## src/rtl/jt12_mod_src.sv

```systemverilog
// Slot sequencer and modulation-source datapath for the FM operator pipeline.
// Walks the 24 operator slots and produces the registered phase-modulation value per slot.
module jt12_mod_src #(
  parameter int OPW = 14,
  parameter int PMW = 15,
  parameter int NCH = 6
) (
  input  logic                  rst,
  input  logic                  clk,
  input  logic                  clk_en,
  input  logic                  zero,
  input  logic [2:0]            fb_I,
  input  logic                  use_prevprev1,
  input  logic                  use_prev1,
  input  logic                  use_prev2,
  input  logic                  use_internal_x,
  input  logic                  use_internal_y,
  input  logic                  op_we,
  input  logic [2:0]            op_ch,
  input  logic [1:0]            op_grp,
  input  logic signed [OPW-1:0] op_data,
  output logic                  s1_enters,
  output logic                  s2_enters,
  output logic                  s3_enters,
  output logic                  s4_enters,
  output logic [2:0]            cur_ch,
  output logic signed [PMW-1:0] pm_out,
  output logic                  pm_valid
);

  localparam int SW = 16;
  localparam logic [2:0] LAST_CH = 3'(NCH - 1);
  localparam logic [3:0] NCH_W = 4'(NCH);
  localparam logic signed [SW-1:0] PM_MAX = SW'((1 <<< (PMW - 1)) - 1);
  localparam logic signed [SW-1:0] PM_MIN = SW'(-(1 <<< (PMW - 1)));

  function automatic logic signed [SW-1:0] ext_sw(input logic signed [OPW-1:0] x);
    return {{(SW - OPW){x[OPW-1]}}, x};
  endfunction

  function automatic logic signed [PMW-1:0] ext_pm(input logic signed [OPW-1:0] x);
    return {{(PMW - OPW){x[OPW-1]}}, x};
  endfunction

  // Slot counter: channel is the fast index, group advances on channel wrap
  logic [2:0] ch_reg;
  logic [1:0] grp_reg;

  always_ff @(posedge clk) begin
    if (rst) begin
      ch_reg  <= '0;
      grp_reg <= '0;
    end else if (clk_en) begin
      if (zero) begin
        ch_reg  <= '0;
        grp_reg <= '0;
      end else if (ch_reg == LAST_CH) begin
        ch_reg  <= '0;
        grp_reg <= grp_reg + 2'd1;
      end else begin
        ch_reg <= ch_reg + 3'd1;
      end
    end
  end

  assign s1_enters = (grp_reg == 2'd0);
  assign s3_enters = (grp_reg == 2'd1);
  assign s2_enters = (grp_reg == 2'd2);
  assign s4_enters = (grp_reg == 2'd3);
  assign cur_ch    = ch_reg;

  // History: h_reg[ch][0] doubles as the most recent S1 result (s1_0)
  logic signed [OPW-1:0] h_reg    [NCH][4];
  logic signed [OPW-1:0] s1_1_reg [NCH];
  logic                  wr_en;
  logic [NCH-1:0]        wr_hit;

  assign wr_en = op_we && ({1'b0, op_ch} < NCH_W);

  generate
    for (genvar gi = 0; gi < NCH; gi++) begin : g_hit
      assign wr_hit[gi] = wr_en && (op_ch == 3'(gi));
    end
  endgenerate

  always_ff @(posedge clk) begin
    if (rst) begin
      for (int c = 0; c < NCH; c++) begin
        for (int g = 0; g < 4; g++) begin
          h_reg[c][g] <= '0;
        end
        s1_1_reg[c] <= '0;
      end
    end else begin
      for (int c = 0; c < NCH; c++) begin
        if (wr_hit[c]) begin
          h_reg[c][op_grp] <= op_data;
          if (op_grp == 2'd0) begin
            s1_1_reg[c] <= h_reg[c][0];
          end
        end
      end
    end
  end

  // Reads see the value each register holds after a same-cycle write
  logic                  rd_same_ch;
  logic signed [OPW-1:0] rd_h [4];
  logic signed [OPW-1:0] rd_s1_1;

  assign rd_same_ch = wr_en && (op_ch == ch_reg);

  generate
    for (genvar gi = 0; gi < 4; gi++) begin : g_rd
      assign rd_h[gi] = (rd_same_ch && (op_grp == 2'(gi))) ? op_data : h_reg[ch_reg][gi];
    end
  endgenerate

  assign rd_s1_1 = (rd_same_ch && (op_grp == 2'd0)) ? h_reg[ch_reg][0] : s1_1_reg[ch_reg];

  logic signed [OPW-1:0] src_prev1;
  logic signed [OPW-1:0] src_prev2;
  logic signed [OPW-1:0] src_s1_0;
  logic signed [OPW-1:0] src_int_y;

  assign src_prev1 = rd_h[grp_reg - 2'd1];
  assign src_prev2 = rd_h[grp_reg - 2'd2];
  assign src_s1_0  = rd_h[0];
  assign src_int_y = rd_h[1];

  logic signed [PMW-1:0] fb_sum;
  logic [3:0]            fb_shift;
  logic signed [SW-1:0]  mod_sum;
  logic signed [PMW-1:0] pm_next;

  always_comb begin
    fb_sum   = ext_pm(src_s1_0) + ext_pm(rd_s1_1);
    fb_shift = 4'd9 - {1'b0, fb_I};
    mod_sum  = (use_prev1      ? ext_sw(src_prev1) : '0)
             + (use_prev2      ? ext_sw(src_prev2) : '0)
             + (use_prevprev1  ? ext_sw(src_s1_0)  : '0)
             + (use_internal_x ? ext_sw(src_s1_0)  : '0)
             + (use_internal_y ? ext_sw(src_int_y) : '0);
    pm_next  = '0;
    if (grp_reg == 2'd0) begin
      // S1 only ever takes self-feedback from its own last two outputs
      if (use_prev1 && use_prevprev1 && (fb_I != 3'd0)) begin
        pm_next = fb_sum >>> fb_shift;
      end
    end else if (mod_sum > PM_MAX) begin
      pm_next = PM_MAX[PMW-1:0];
    end else if (mod_sum < PM_MIN) begin
      pm_next = PM_MIN[PMW-1:0];
    end else begin
      pm_next = mod_sum[PMW-1:0];
    end
  end

  always_ff @(posedge clk) begin
    if (rst) begin
      pm_out   <= '0;
      pm_valid <= 1'b0;
    end else if (clk_en) begin
      pm_out   <= pm_next;
      pm_valid <= 1'b1;
    end else begin
      pm_valid <= 1'b0;
    end
  end

endmodule
```

## config.mk

```make
export PLATFORM = sky130hd
export DESIGN_NAME = jt12_mod_src
export DESIGN_NICKNAME = d
export VERILOG_FILES = /design/src/rtl/jt12_mod_src.sv
export SDC_FILE = /design/constraint.sdc
export NUM_CORES = 1
export LEC_CHECK = 0
export CAP_MARGIN = 20
export CORE_UTILIZATION = 40
export DETAILED_ROUTE_END_ITERATION = 10
export GPL_ROUTABILITY_DRIVEN = 0
export HOLD_SLACK_MARGIN = 0.06
export MAX_ROUTING_LAYER = met4
export SKIP_LAST_GASP = 1
export SLEW_MARGIN = 20
export SYNTH_ARGS = -nofsm -noshare
export SYNTH_HDL_FRONTEND = slang
export SYNTH_SLANG_ARGS = --single-unit
```

## constraint.sdc

```tcl
create_clock -name clk -period 7.63 [get_ports clk]
set_input_delay 0.763 -clock clk [delete_from_list [all_inputs] [get_ports clk]]
set_output_delay 0.763 -clock clk [all_outputs]
set_load 0.02 [all_outputs]
```

-- Word-level counts from Yosys, hierarchy flattened
Memory sizes are Yosys's and may differ from the RTL's. A register that Yosys moved wholly into a read port is not among the register bits.
Index checks and enable logic that the tools add are counted.
- reduce and logical (&&, ||, !) cells: 21
- order comparisons: 7
- bitwise gates (word level): 345
- mux-type cells: 412
- add/subtract/negate cells: 10
- equal/unequal tests: 13
- shift operators: 1
- operators by type and width (kind ; number):
    1-bit 2-to-1 mux ; 370
    1-bit bitwise OR ; 342
    56-bit 2-to-1 mux ; 6
    14-bit 2-to-1 mux ; 16
    16-bit 2-to-1 mux ; 5
    16-bit adder ; 4
    15-bit 2-to-1 mux ; 4
    14-bit binary-select mux with 2-bit select ; 2
    14-bit demux with 2-bit select ; 1
    3-bit 2-to-1 mux ; 6
    16-bit by 15-bit > comparator with 1-bit output, second input constant ; 1
    16-bit by 15-bit < comparator with 1-bit output, second input constant ; 1
    14-bit by 14-bit adder with 15-bit output ; 1
    1-bit logical AND ; 15
    15-bit by 4-bit >>> shifter with 15-bit output ; 1
    3-bit == test, second input constant ; 3
    3-bit greater-or-equal comparator, second input constant ; 3
    2-bit inverter with 3-bit output ; 3
    2-bit == test, second input constant ; 4
    3-bit by 2-bit == test with 1-bit output, second input constant ; 2
    2-bit by 1-bit == test with 1-bit output, second input constant ; 2
    2-bit logical NOT ; 2
    2-bit 2-to-1 mux ; 2
    4-bit by 3-bit subtractor with 4-bit output, first input constant ; 1
    other kinds (12) ; 12
- logic and storage cells: 815
- memory bits (writable): 420
- bits of input ports: 32
- output and inout bits: 23
- memories kept: 2
- bits in registers: 21
- memory list (name ; depth ; width ; read ports ; clocked after Yosys merged registers in ; write ports ; line ; source):
    h_reg ; 6 ; 56 ; 7 ; 1 ; 6 ; 73 ; logic signed [OPW-1:0] h_reg [NCH][4];
    s1_1_reg ; 6 ; 14 ; 1 ; 1 ; 6 ; 74 ; logic signed [OPW-1:0] s1_1_reg [NCH];

-- Logic depth before layout (Yosys ltp)
Gate-level depths: netlist (run 1).
- depth after elaboration: 17
- gate-level depth with buffers: 29
- depth with buffers taken out: 25

-- Least setup slack after synthesis (run 1)
Ideal clock, no wire load.
- kind: input to register
- from: in op_ch[1]
- to: reg pm_out[7]
- cell stages on the path: 24
- data required time: 7.544 ns
- slack: 0.951 ns
- data arrival time: 6.594 ns
- path buffers: 1
- library setup time: 0.086 ns
- path through: xor2_1 -> o32ai_1 -> nand3_1 -> nor2_1 -> mux2_2 -> mux4_2 -> and2_1 -> fa_1 -> inv_1 -> fa_1 -> fa_1 -> inv_1 -> ha_1 -> fa_1 -> a21oi_1 -> o21ai_0 -> nand2_1 -> o211ai_1 -> a41oi_1 -> xnor2_2 -> o31ai_2 -> buf_6 -> a31oi_1 -> a211oi_1
- cells in the longest elaborated chain, start to end: 17
- elaborated cells between the ends (all ways): 36
- those cells by class: add/sub: 5; order compare: 3; eq/ne: 1; shift: 1; mux: 20; reduce/logical: 6
- ends and longest elaborated chain (what ; line ; source):
    start, declared ; 19 ; input logic [2:0] op_ch,
    3-bit < comparator ; 78 ; assign wr_en = op_we && ({1'b0, op_ch} < NCH_W);
    1-bit logical AND ; 78 ;
    1-bit logical AND * ; 111 ; assign rd_same_ch = wr_en && (op_ch == ch_reg);
    1-bit logical AND (on tied branches) ; 115, 119 ;
    14-bit 2-to-1 mux ; 115 ; assign rd_h[gi] = (rd_same_ch && (op_grp == 2'(gi))) ? op_data : h_reg[ch_reg][gi];
    14-bit binary-select mux with 2-bit select (on tied branches) ; 126, 127 ;
    14-bit 2-to-1 mux (on tied branches) (2 in a row) ; 126, 127 ;
    16-bit 2-to-1 mux (on tied branches) ; 139, 140 ;
    16-bit adder ; 140 ; + (use_prev2 ? ext_sw(src_prev2) : '0)
    16-bit adder ; 141 ; + (use_prevprev1 ? ext_sw(src_s1_0) : '0)
    16-bit adder ; 142 ; + (use_internal_x ? ext_sw(src_s1_0) : '0)
    16-bit adder ; 143 ; + (use_internal_y ? ext_sw(src_int_y) : '0);
    16-bit by 15-bit < comparator with 1-bit output ; 152 ; end else if (mod_sum < PM_MIN) begin
    15-bit 2-to-1 mux ; 152 ;
    15-bit 2-to-1 mux ; 150 ; end else if (mod_sum > PM_MAX) begin
    15-bit 2-to-1 mux * ; 145 ; if (grp_reg == 2'd0) begin
    end signal, assigned ; 164 ; pm_out <= pm_next;
    end, declared ; 27 ; output logic signed [PMW-1:0] pm_out,
Mark *: on every way between the ends. The rest lies on a longest branch, timed or not. The select of a mux whose other input is x is not followed.
A chain may end at the register's enable or synchronous reset.

==> run_results.csv, run 1 <==
group,metric,value,unit
logic_synthesis,syn-num-nets,2190,
final_layout,syn_to_final_growth,12.1,%
detailed_routing,drt_iter0_markers,1406,
clocking,cts_root_buffer,"clkbuf_16",
detailed_routing,drt-total-wl,69700,um
logic_synthesis,synth_area_leaders,"edfxtp_1 50%, and2_1 11%, mux4_2 9.3%, fa_1 3.5%, mux2i_1 3.1%",
sta,period_minus_slack,7.07,ns
global_routing,grt_antenna_before_repair,0,
clocking,cts_tree,"built",
logic_synthesis,synth_cell_type_count,73,
logic_synthesis,syn_avg_cell_area,12.1,sq um
clocking,cts_buffers,50,
global_routing,track_usage,0.227,
logic_synthesis,ys_ff_latch,444,
logic_synthesis,synth_top_area_cell,"edfxtp_1",
worst_setup_path,cp.arrival,7.51,ns
detailed_routing,antenna_violating_nets_post_route,0,
final_layout,largest_reg_flops,336,
sta,rsz0062_at_grt,"no",
detailed_routing,drc,0,
logic_synthesis,syn_area,25100,sq um
global_routing,grt_max_degree,71,
sta,min_period_over_period,0.926,
power_and_ir_drop,powerDensity,230,nW/um^2
logic_synthesis,synthArstFlopShare,0,
place,dp_hpwl,47300,um
sta,skew,0.0164,ns
detailed_routing,wl_per_cell,23.5,um
worst_setup_path,endpoint_kind,"register",
worst_setup_path,cp_max_fo,17,
clocking,clk_latency,0.60,ns
sta,slew_headroom,0.278,
detailed_routing,first_pass_iters,5,
worst_setup_path,worstSetupPathType,"reg -> reg",
clocking,htreeDepth,2,
sta,final-setup-viol-count,0,
power_and_ir_drop,leakage,9.99,nW
final_layout,final_core_util,0.455,
floorplan,die_area,63800,sq um
clocking,cts_max_path_buffers,3,
worst_setup_path,rrSetupSlack,0.56,ns
final_layout,multi_input_area,11200,sq um
final_layout,final_nets,2201,
final_layout,fillers,5616,
clocking,cts_sinks,444,
floorplan,rows,91,
status,outcome,"finished, final reports clean",
power_and_ir_drop,peakVddDrop,0.163,mV
floorplan,initial_core_util,0.406,
place,dpl_worst_slack,-0.162,ns
final_layout,regArea,13100,sq um
logic_synthesis,synthTopCellsByCount,"454 x and2_1, 420 x edfxtp_1, 164 x nand2_1, 133 x o21ai_0, 120 x clkbuf_1",
sta,setup_ws,0.562,ns
logic_synthesis,synth_fa_ha_area_frac,0.0529,
clocking,path_clk_slew,0.06,ns
detailed_routing,vias,16200,
place,dp_cells,2875,
place,port_buffers,54,
global_routing,grt_overflow,0,
floorplan,core,61900,sq um
global_routing,grt_pass1_vias,16300,
logic_synthesis,yosysWarnings,0,
sta,hold_viol,0,
sta,worstMarginPinSlew,1.08,ns
logic_synthesis,synth.area.mux_share,0.132,
floorplan,die_h,253,um
logic_synthesis,synth_edf_count,420,
worst_hold_path,min_path_type,"reg -> reg",
logic_synthesis,yosysSeqAreaShare,0.521,
sta,fmax,141,MHz
global_routing,grt_pass1_wl,105000,um
job,cap_viol_max_count,0,
sta,slew_viol_final,0,
clocking,hold_buffers,0,
final_layout,fin_cells,2968,
logic_synthesis,synth-simple-area-share,0.175,
final_layout,drive_gt1_frac,0.141,
logic_synthesis,synth_compound_area_frac,0.0711,
logic_synthesis,synth_top_family_by_area,"simple AND/OR/NAND/NOR gates",
sta,fin_tns_setup,0,ns
detailed_routing,vias_per_cell,5.46,
logic_synthesis,synth_flop_cell,"edfxtp_1",
floorplan,die_w,253,um
worst_setup_path,required,8.07,ns
worst_setup_path,start_kind,"register",
floorplan,ios,55,
logic_synthesis,synth_xor_area_frac,0.0111,
logic_synthesis,yosys.area.top_type_share,0.502,
sta,whs,0.502,ns
logic_synthesis,syn_inst,2079,
logic_synthesis,yosysMostFrequentCell,"and2_1",
## power breakdown
part / internal [mW] / switching (mW) / leakage [nW]
sequential: 2.78 / 0.0445 / 4.30
combinational: 0.543 / 0.812 / 4.94
clock: 1.31 / 0.998 / 0.748
## what timing repair did
action / in CTS / in global routing
setup buffers: 0 / 0
gates resized for setup: 0 / 2
setup endpoints to repair: 0 / 3
## worst paths after layout
check                           startpoint   endpoint  depth (start not counted)
worst max-delay path              register  pm_out[0]                         20
worst max register to register    register  pm_out[0]                         20
worst min-delay path             pm_out[0]  pm_out[0]                          2
worst min register to register   pm_out[0]  pm_out[0]                          2
## cells by family after synthesis
logic type	Yosys count
buffers and inverters	223
AND/OR/NAND/NOR	812
adder cells (fa/ha/maj)	80
multiplexers	200
XOR/XNOR	31
AO/OA/AOI/OAI	289
flip-flops	444
## stage by stage
| stage | area, sq um | power (mW) |
|---|---|---|
| final | 28200 | 6.49 |
| after CTS | 28200 | 6.51 |
| after detailed placement | 26600 | 4.21 |
| after floorplan | 25100 | 3.80 |
| after global placement | 26600 | 4.20 |
| after global routing | 28200 | 6.75 |
## routing by layer
metal | global-route usage | routed length, um | vias up
met5 | - | 0 | -
met4 | 0.0597 | 1650 | 0
met3 | 0.0250 | 3700 | 104
met2 | 0.375 | 34500 | 490
met1 | 0.299 | 29800 | 8160
li1 | - | - | 7461
## cell type report
| type | count | area share |
|---|---|---|
| clock inverters | 32 | 0.00910 |
| multi-input cells | 1412 | 0.396 |
| repair buffers | 124 | 0.0390 |
| clock buffers | 60 | 0.0457 |
| flip-flops and latches | 444 | 0.465 |
| inverters | 58 | 0.00773 |
| well taps | 837 | 0.0372 |
| diodes | 1 | 0.0000888 |
## critical path: stages (launching register included)
cell and delay (ns):
dfxtp_4 0.68, buf_4 0.35, mux4_2 0.56, o21ai_0 0.49, o21ai_0 0.22, mux4_2 0.49, and2_1 0.19, fa_1 0.53
fa_1 0.45, fa_1 0.50, ha_1 0.31, a21o_1 0.17, a21oi_1 0.24, o21ai_0 0.14, a21oi_1 0.30, o31a_1 0.23
mux2i_2 0.36, a21oi_2 0.09, buf_4 0.20, a221oi_2 0.28, a211oi_1 0.10
## layout by cell type, fill, tap and decap left out, types with 12 or more instances in the layout
master / instances
edfxtp_1: 420
a21o_1: 12
mux4_2: 104
nor2_1: 92
nor3_1: 29
dfxtp_1: 21
and2_1: 454
xnor2_1: 18
buf_4: 67
mux2_2: 17
inv_1: 55
xor2_1: 12
clkdlybuf4s50_1: 53
or2_2: 19
o21ai_0: 133
clkinv_1: 17
mux2i_1: 78
a21oi_1: 55
ha_1: 35
a211oi_1: 22
nand2_1: 164
fa_1: 44
clkbuf_16: 50
No activity file was read; power rests on OpenSTA's default activity.
==> inputs of run 2 (changes only) <==
- CTS_CLUSTER_DIAMETER: unset -> 60
==> run_results.csv, run 2 (synthesis results as in run 1) <==
group,metric,value,unit
status,outcome,"finished, final reports clean",
worst_setup_path,path_delay_family,"compound AO/OA/AOI/OAI gates",
power_and_ir_drop,p_int,4.65,mW
worst_setup_path,cpMostUsedCell,"fa_1",
detailed_routing,vias_per_cell,5.47,
floorplan,initial_core_util,0.406,
worst_setup_path,endpoint_kind,"register",
final_layout,final_common_cell,"and2_1",
clocking,clk_latency,0.60,ns
global_routing,grt_overflow,0,
worst_setup_path,required,8.07,ns
job,cap_viol_max_count,0,
final_layout,fillers,5618,
global_routing,track_usage,0.227,
clocking,cts_root_buffer,"clkbuf_16",
place,dp_hpwl,47300,um
worst_setup_path,start_kind,"input port",
sta,setup_ws,0.592,ns
sta,period_minus_slack,7.04,ns
final_layout,regArea,13100,sq um
worst_setup_path,cp.arrival,7.48,ns
power_and_ir_drop,switching_share,0.287,
sta,final-setup-viol-count,0,
clocking,cts_buffers,51,
final_layout,syn_to_final_growth,12.3,%
global_routing,grt_max_degree,71,
global_routing,grt_antenna_before_repair,0,
power_and_ir_drop,leakage,10.0,nW
worst_setup_path,critPathSlowestCell,"clkdlybuf4s50_1",
detailed_routing,antenna_violating_nets_post_route,0,
clocking,cts_sinks,444,
power_and_ir_drop,power.switching,1.87,mW
floorplan,ios,55,
detailed_routing,drt-total-wl,69500,um
sta,slew_headroom,0.282,
worst_setup_path,cpPeakStageDelay,0.54,ns
power_and_ir_drop,powerDensity,231,nW/um^2
sta,slew_viol_final,0,
global_routing,grt_pass1_wl,105000,um
clocking,cts_max_path_buffers,3,
worst_hold_path,whs_endpoint,"pm_out[0]",
detailed_routing,vias,16200,
final_layout,largest_reg_flops,336,
power_and_ir_drop,power_frac_clock,0.359,
global_routing,grt_pass1_vias,16300,
worst_hold_path,hold_path_depth,2,
floorplan,core,61900,sq um
detailed_routing,first_pass_iters,5,
place,dpl_worst_slack,-0.162,ns
worst_setup_path,crit_chain,"clkdlybuf4s50_1 > xor2_1 > o32ai_2 > nand3_1 > nor2_2 > buf_4 > mux2_2 > mux4_2 > and2_1 > fa_1 > fa_1 > fa_1 > ha_1 > a21o_1 > a21oi_1 > o21ai_0 > a21oi_1 > o31a_1 > mux2i_2 > a21oi_2 > buf_4 > a221oi_2 > a211oi_1",
worst_setup_path,cp_max_fo,13,
sta,fmax,142,MHz
place,port_buffers,54,
worst_hold_path,min_path_type,"reg -> reg",
power_and_ir_drop,peakVddDrop,0.166,mV
worst_setup_path,worstSetupPathType,"in -> reg",
power_and_ir_drop,pwr-share-comb,0.208,
clocking,cts_setup_buffers,0,
final_layout,layout_common_cells,"454 x and2_1, 420 x edfxtp_1, 164 x nand2_1, 133 x o21ai_0, 104 x mux4_2",
sta,skew,0.0219,ns
worst_setup_path,ff2ff_path_depth,20,
worst_setup_path,reg2reg_to,"pm_out[0]",
worst_hold_path,hp-start,"pm_out[0]",
clocking,path_clk_slew,0.06,ns
detailed_routing,drc,0,
final_layout,final_nets,2202,
sta,whs,0.503,ns
floorplan,die_area,63800,sq um
clocking,cts_tree,"built",
detailed_routing,drt_iter0_markers,1378,
worst_setup_path,rrSetupSlack,0.63,ns
floorplan,die_h,253,um
final_layout,multi_input_area,11200,sq um
clocking,htreeDepth,2,
sta,fin_tns_setup,0,ns
final_layout,drive_gt1_frac,0.143,
final_layout,final_core_util,0.456,
sta,hold_viol,0,
sta,min_period_over_period,0.922,
sta,rsz0062_at_grt,"no",
worst_setup_path,crit_buf_inv,3,
sta,worstMarginPinSlew,1.08,ns
detailed_routing,wl_per_cell,23.4,um
worst_setup_path,cp-startpoint,"op_ch[1]",
floorplan,die_w,253,um
power_and_ir_drop,p_seq_frac,0.433,
floorplan,rows,91,
## run 2: changes by cell type in the layout (fill, tap and decap cells not counted), sizes merged
cell and delta:
clkinvlp -1, inv +2, clkinv +1, bufinv -1, clkbuf +2
## run 2: repair_timing
item,4_1_cts,5_1_grt
resized for setup,0,2
endpoints found under the setup margin,0,3
hold buffers,0,0
## run 2: through the flow
stage / cell area (sq um) / std cells / total power [mW]
after floorplan: 25100 / 2079 / 3.80
after global placement: 26600 / 2875 / 4.20
after detailed placement: 26600 / 2875 / 4.21
after CTS: 28200 / 2970 / 6.54
after global routing: 28200 / 2970 / 6.79
final: 28200 / 2971 / 6.53
## run 2: per-layer routing
| metal | vias to the layer above | routed length, um | global-route usage |
|---|---|---|---|
| li1 | 7472 | - | - |
| met1 | 8243 | 30400 | 0.300 |
| met2 | 434 | 34400 | 0.373 |
| met3 | 97 | 3230 | 0.0249 |
| met4 | 0 | 1550 | 0.0592 |
| met5 | - | 0 | - |
## run 2: final cells by class
cell class | instances | share of cell area
sequential | 444 | 0.464
multi-input combinational | 1412 | 0.395
antenna | 1 | 0.0000887
clock inverter | 33 | 0.00922
clock buffer | 62 | 0.0474
tap | 837 | 0.0371
inverter | 58 | 0.00771
timing repair buffer | 124 | 0.0389
## run 2: power groups by stage
stage	registers [mW]	clock network, mW	logic [mW]
final	2.83	2.34	1.36
after global routing	2.84	2.46	1.49
after CTS	2.83	2.37	1.34
after detailed placement	2.88	0	1.34
after global placement	2.87	0	1.33
after floorplan	2.86	0	0.941
## run 2: worst max path at each step
stage | endpoint | slack [ns] | depth (start not counted)
final | pm_out[0] | 0.59 | 23
after CTS | pm_out[0] | 0.46 | 23
after detailed placement | pm_out[0] | -0.16 | 23
after global placement | pm_out[0] | 0.007 | 24
after floorplan | pm_out[7] | 0.95 | 24
after global routing | pm_out[0] | 0.21 | 24
## run 2: tightest hold or removal path, stage by stage (launching register included)
cell and delay (ns):
dfxtp_1 0.32, nor2_1 0.08, a211oi_1 0.05
==> inputs of run 3 (changes only) <==
- CORE_MARGIN: unset -> 10
==> run_results.csv, run 3 (synthesis results as in run 1) <==
group,metric,value,unit
status,outcome,"finished, final reports clean",
power_and_ir_drop,peakVddDrop,0.152,mV
detailed_routing,drt-total-wl,70300,um
final_layout,syn_to_final_growth,12.9,%
floorplan,ios,55,
clocking,cts_sinks,444,
final_layout,fin_cells,2972,
worst_setup_path,endpoint_kind,"register",
worst_setup_path,worstSetupPathType,"reg -> reg",
floorplan,die_w,271,um
final_layout,final_nets,2204,
final_layout,fillers,5654,
worst_setup_path,required,8.09,ns
worst_setup_path,cp.arrival,7.46,ns
place,dp_hpwl,48100,um
detailed_routing,vias,16200,
global_routing,track_usage,0.194,
sta,skew,0.0181,ns
sta,final-setup-viol-count,0,
sta,rsz0062_at_grt,"no",
final_layout,final_area,28400,sq um
detailed_routing,vias_per_cell,5.46,
sta,min_period_over_period,0.918,
worst_setup_path,crit_chain,"buf_4 > mux4_2 > o21ai_0 > o21ai_0 > mux4_2 > and2_1 > fa_1 > fa_1 > fa_1 > ha_1 > a21o_1 > a21oi_1 > o21ai_0 > a21oi_1 > o31a_1 > mux2i_1 > a21oi_2 > buf_4 > a221oi_2 > a211oi_1",
clocking,ctsResizeCount,0,
floorplan,initial_core_util,0.406,
final_layout,largest_reg_flops,336,
sta,slew_viol_final,0,
clocking,path_clk_slew,0.06,ns
final_layout,final_common_cell,"and2_1",
place,port_buffers,54,
global_routing,grt_max_degree,80,
clocking,htreeDepth,2,
global_routing,grt_overflow,0,
clocking,cts_root_buffer,"clkbuf_16",
clocking,hold_buffers,0,
detailed_routing,antenna_violating_nets_post_route,0,
detailed_routing,drc,0,
floorplan,rows,91,
floorplan,die_area,73200,sq um
clocking,clk_latency,0.61,ns
detailed_routing,wl_per_cell,23.6,um
place,dp_cells,2877,
power_and_ir_drop,powerDensity,237,nW/um^2
worst_setup_path,critPathSlowestCell,"dfxtp_4",
worst_hold_path,min_path_type,"reg -> reg",
detailed_routing,first_pass_iters,5,
global_routing,grt_antenna_before_repair,1,
clocking,cts_buffers,51,
clocking,cts_max_path_buffers,3,
floorplan,die_h,271,um
final_layout,drive_gt1_frac,0.145,
clocking,cts_setup_buffers,0,
sta,fmax,143,MHz
floorplan,core,61900,sq um
sta,fin_tns_setup,0,ns
final_layout,layout_common_cells,"454 x and2_1, 420 x edfxtp_1, 164 x nand2_1, 133 x o21ai_0, 104 x mux4_2",
sta,hold_viol,0,
job,cap_viol_max_count,0,
final_layout,final_core_util,0.458,
global_routing,grt_pass1_vias,16100,
sta,period_minus_slack,7.01,ns
power_and_ir_drop,leakage,10.1,nW
detailed_routing,drt_iter0_markers,1561,
sta,slew_headroom,0.290,
clocking,cts_tree,"built",
worst_setup_path,cpPeakStageDelay,0.68,ns
worst_setup_path,start_kind,"register",
sta,whs,0.493,ns
sta,worstMarginPinSlew,1.06,ns
worst_setup_path,cp_max_fo,18,
place,placed_cell_area,26600,sq um
global_routing,grt_pass1_wl,105000,um
## run 3: layer usage
metal | up-vias | GRT usage | routed length (um)
li1 | 7452 | - | -
met1 | 8135 | 0.251 | 30000
met2 | 517 | 0.309 | 33800
met3 | 118 | 0.0283 | 4110
met4 | 0 | 0.0666 | 2380
met5 | - | - | 0
## run 3: worst paths after layout
path                                 start          to  slack [ns]  cells after the start
worst max register to register    register   pm_out[0]        0.62                     20
worst min-delay path            pm_out[13]  pm_out[13]        0.49                      2
worst max-delay path              register   pm_out[0]        0.62                     20
worst min register to register  pm_out[13]  pm_out[13]        0.49                      2
## run 3: cell type report
cell class / count / area [sq um] / share of cell area
Antenna cell: 1 / 2.50 / 0.0000882
Clock buffer: 60 / 1310 / 0.0462
Clock inverter: 34 / 420 / 0.0148
Inverter: 58 / 218 / 0.00768
Multi-Input combinational cell: 1412 / 11100 / 0.393
Sequential cell: 444 / 13100 / 0.462
Tap cell: 837 / 1050 / 0.0369
Timing Repair Buffer: 126 / 1110 / 0.0393
## run 3: where the power goes
group          switching [mW]  internal (mW)  total (mW)
Sequential             0.0448           2.78        2.83
Combinational           0.816          0.545        1.36
Clock                    1.02           1.51        2.53
## run 3: through the flow
stage	worst slack, ns	total power, mW
finish	0.625	6.71
global route	0.328	6.98
CTS	0.655	6.75
detailed placement	0.226	4.23
global placement	0.329	4.21
floorplan	0.951	3.80
## run 3: worst max-delay path: cells and delay by family, from the launching register on
family	cells	cell delay, ns
fa+ha+maj	4	1.73
simple gates	1	0.18
mux	3	1.48
buf+inv	2	0.54
flops	1	0.68
compound gates	10	2.24
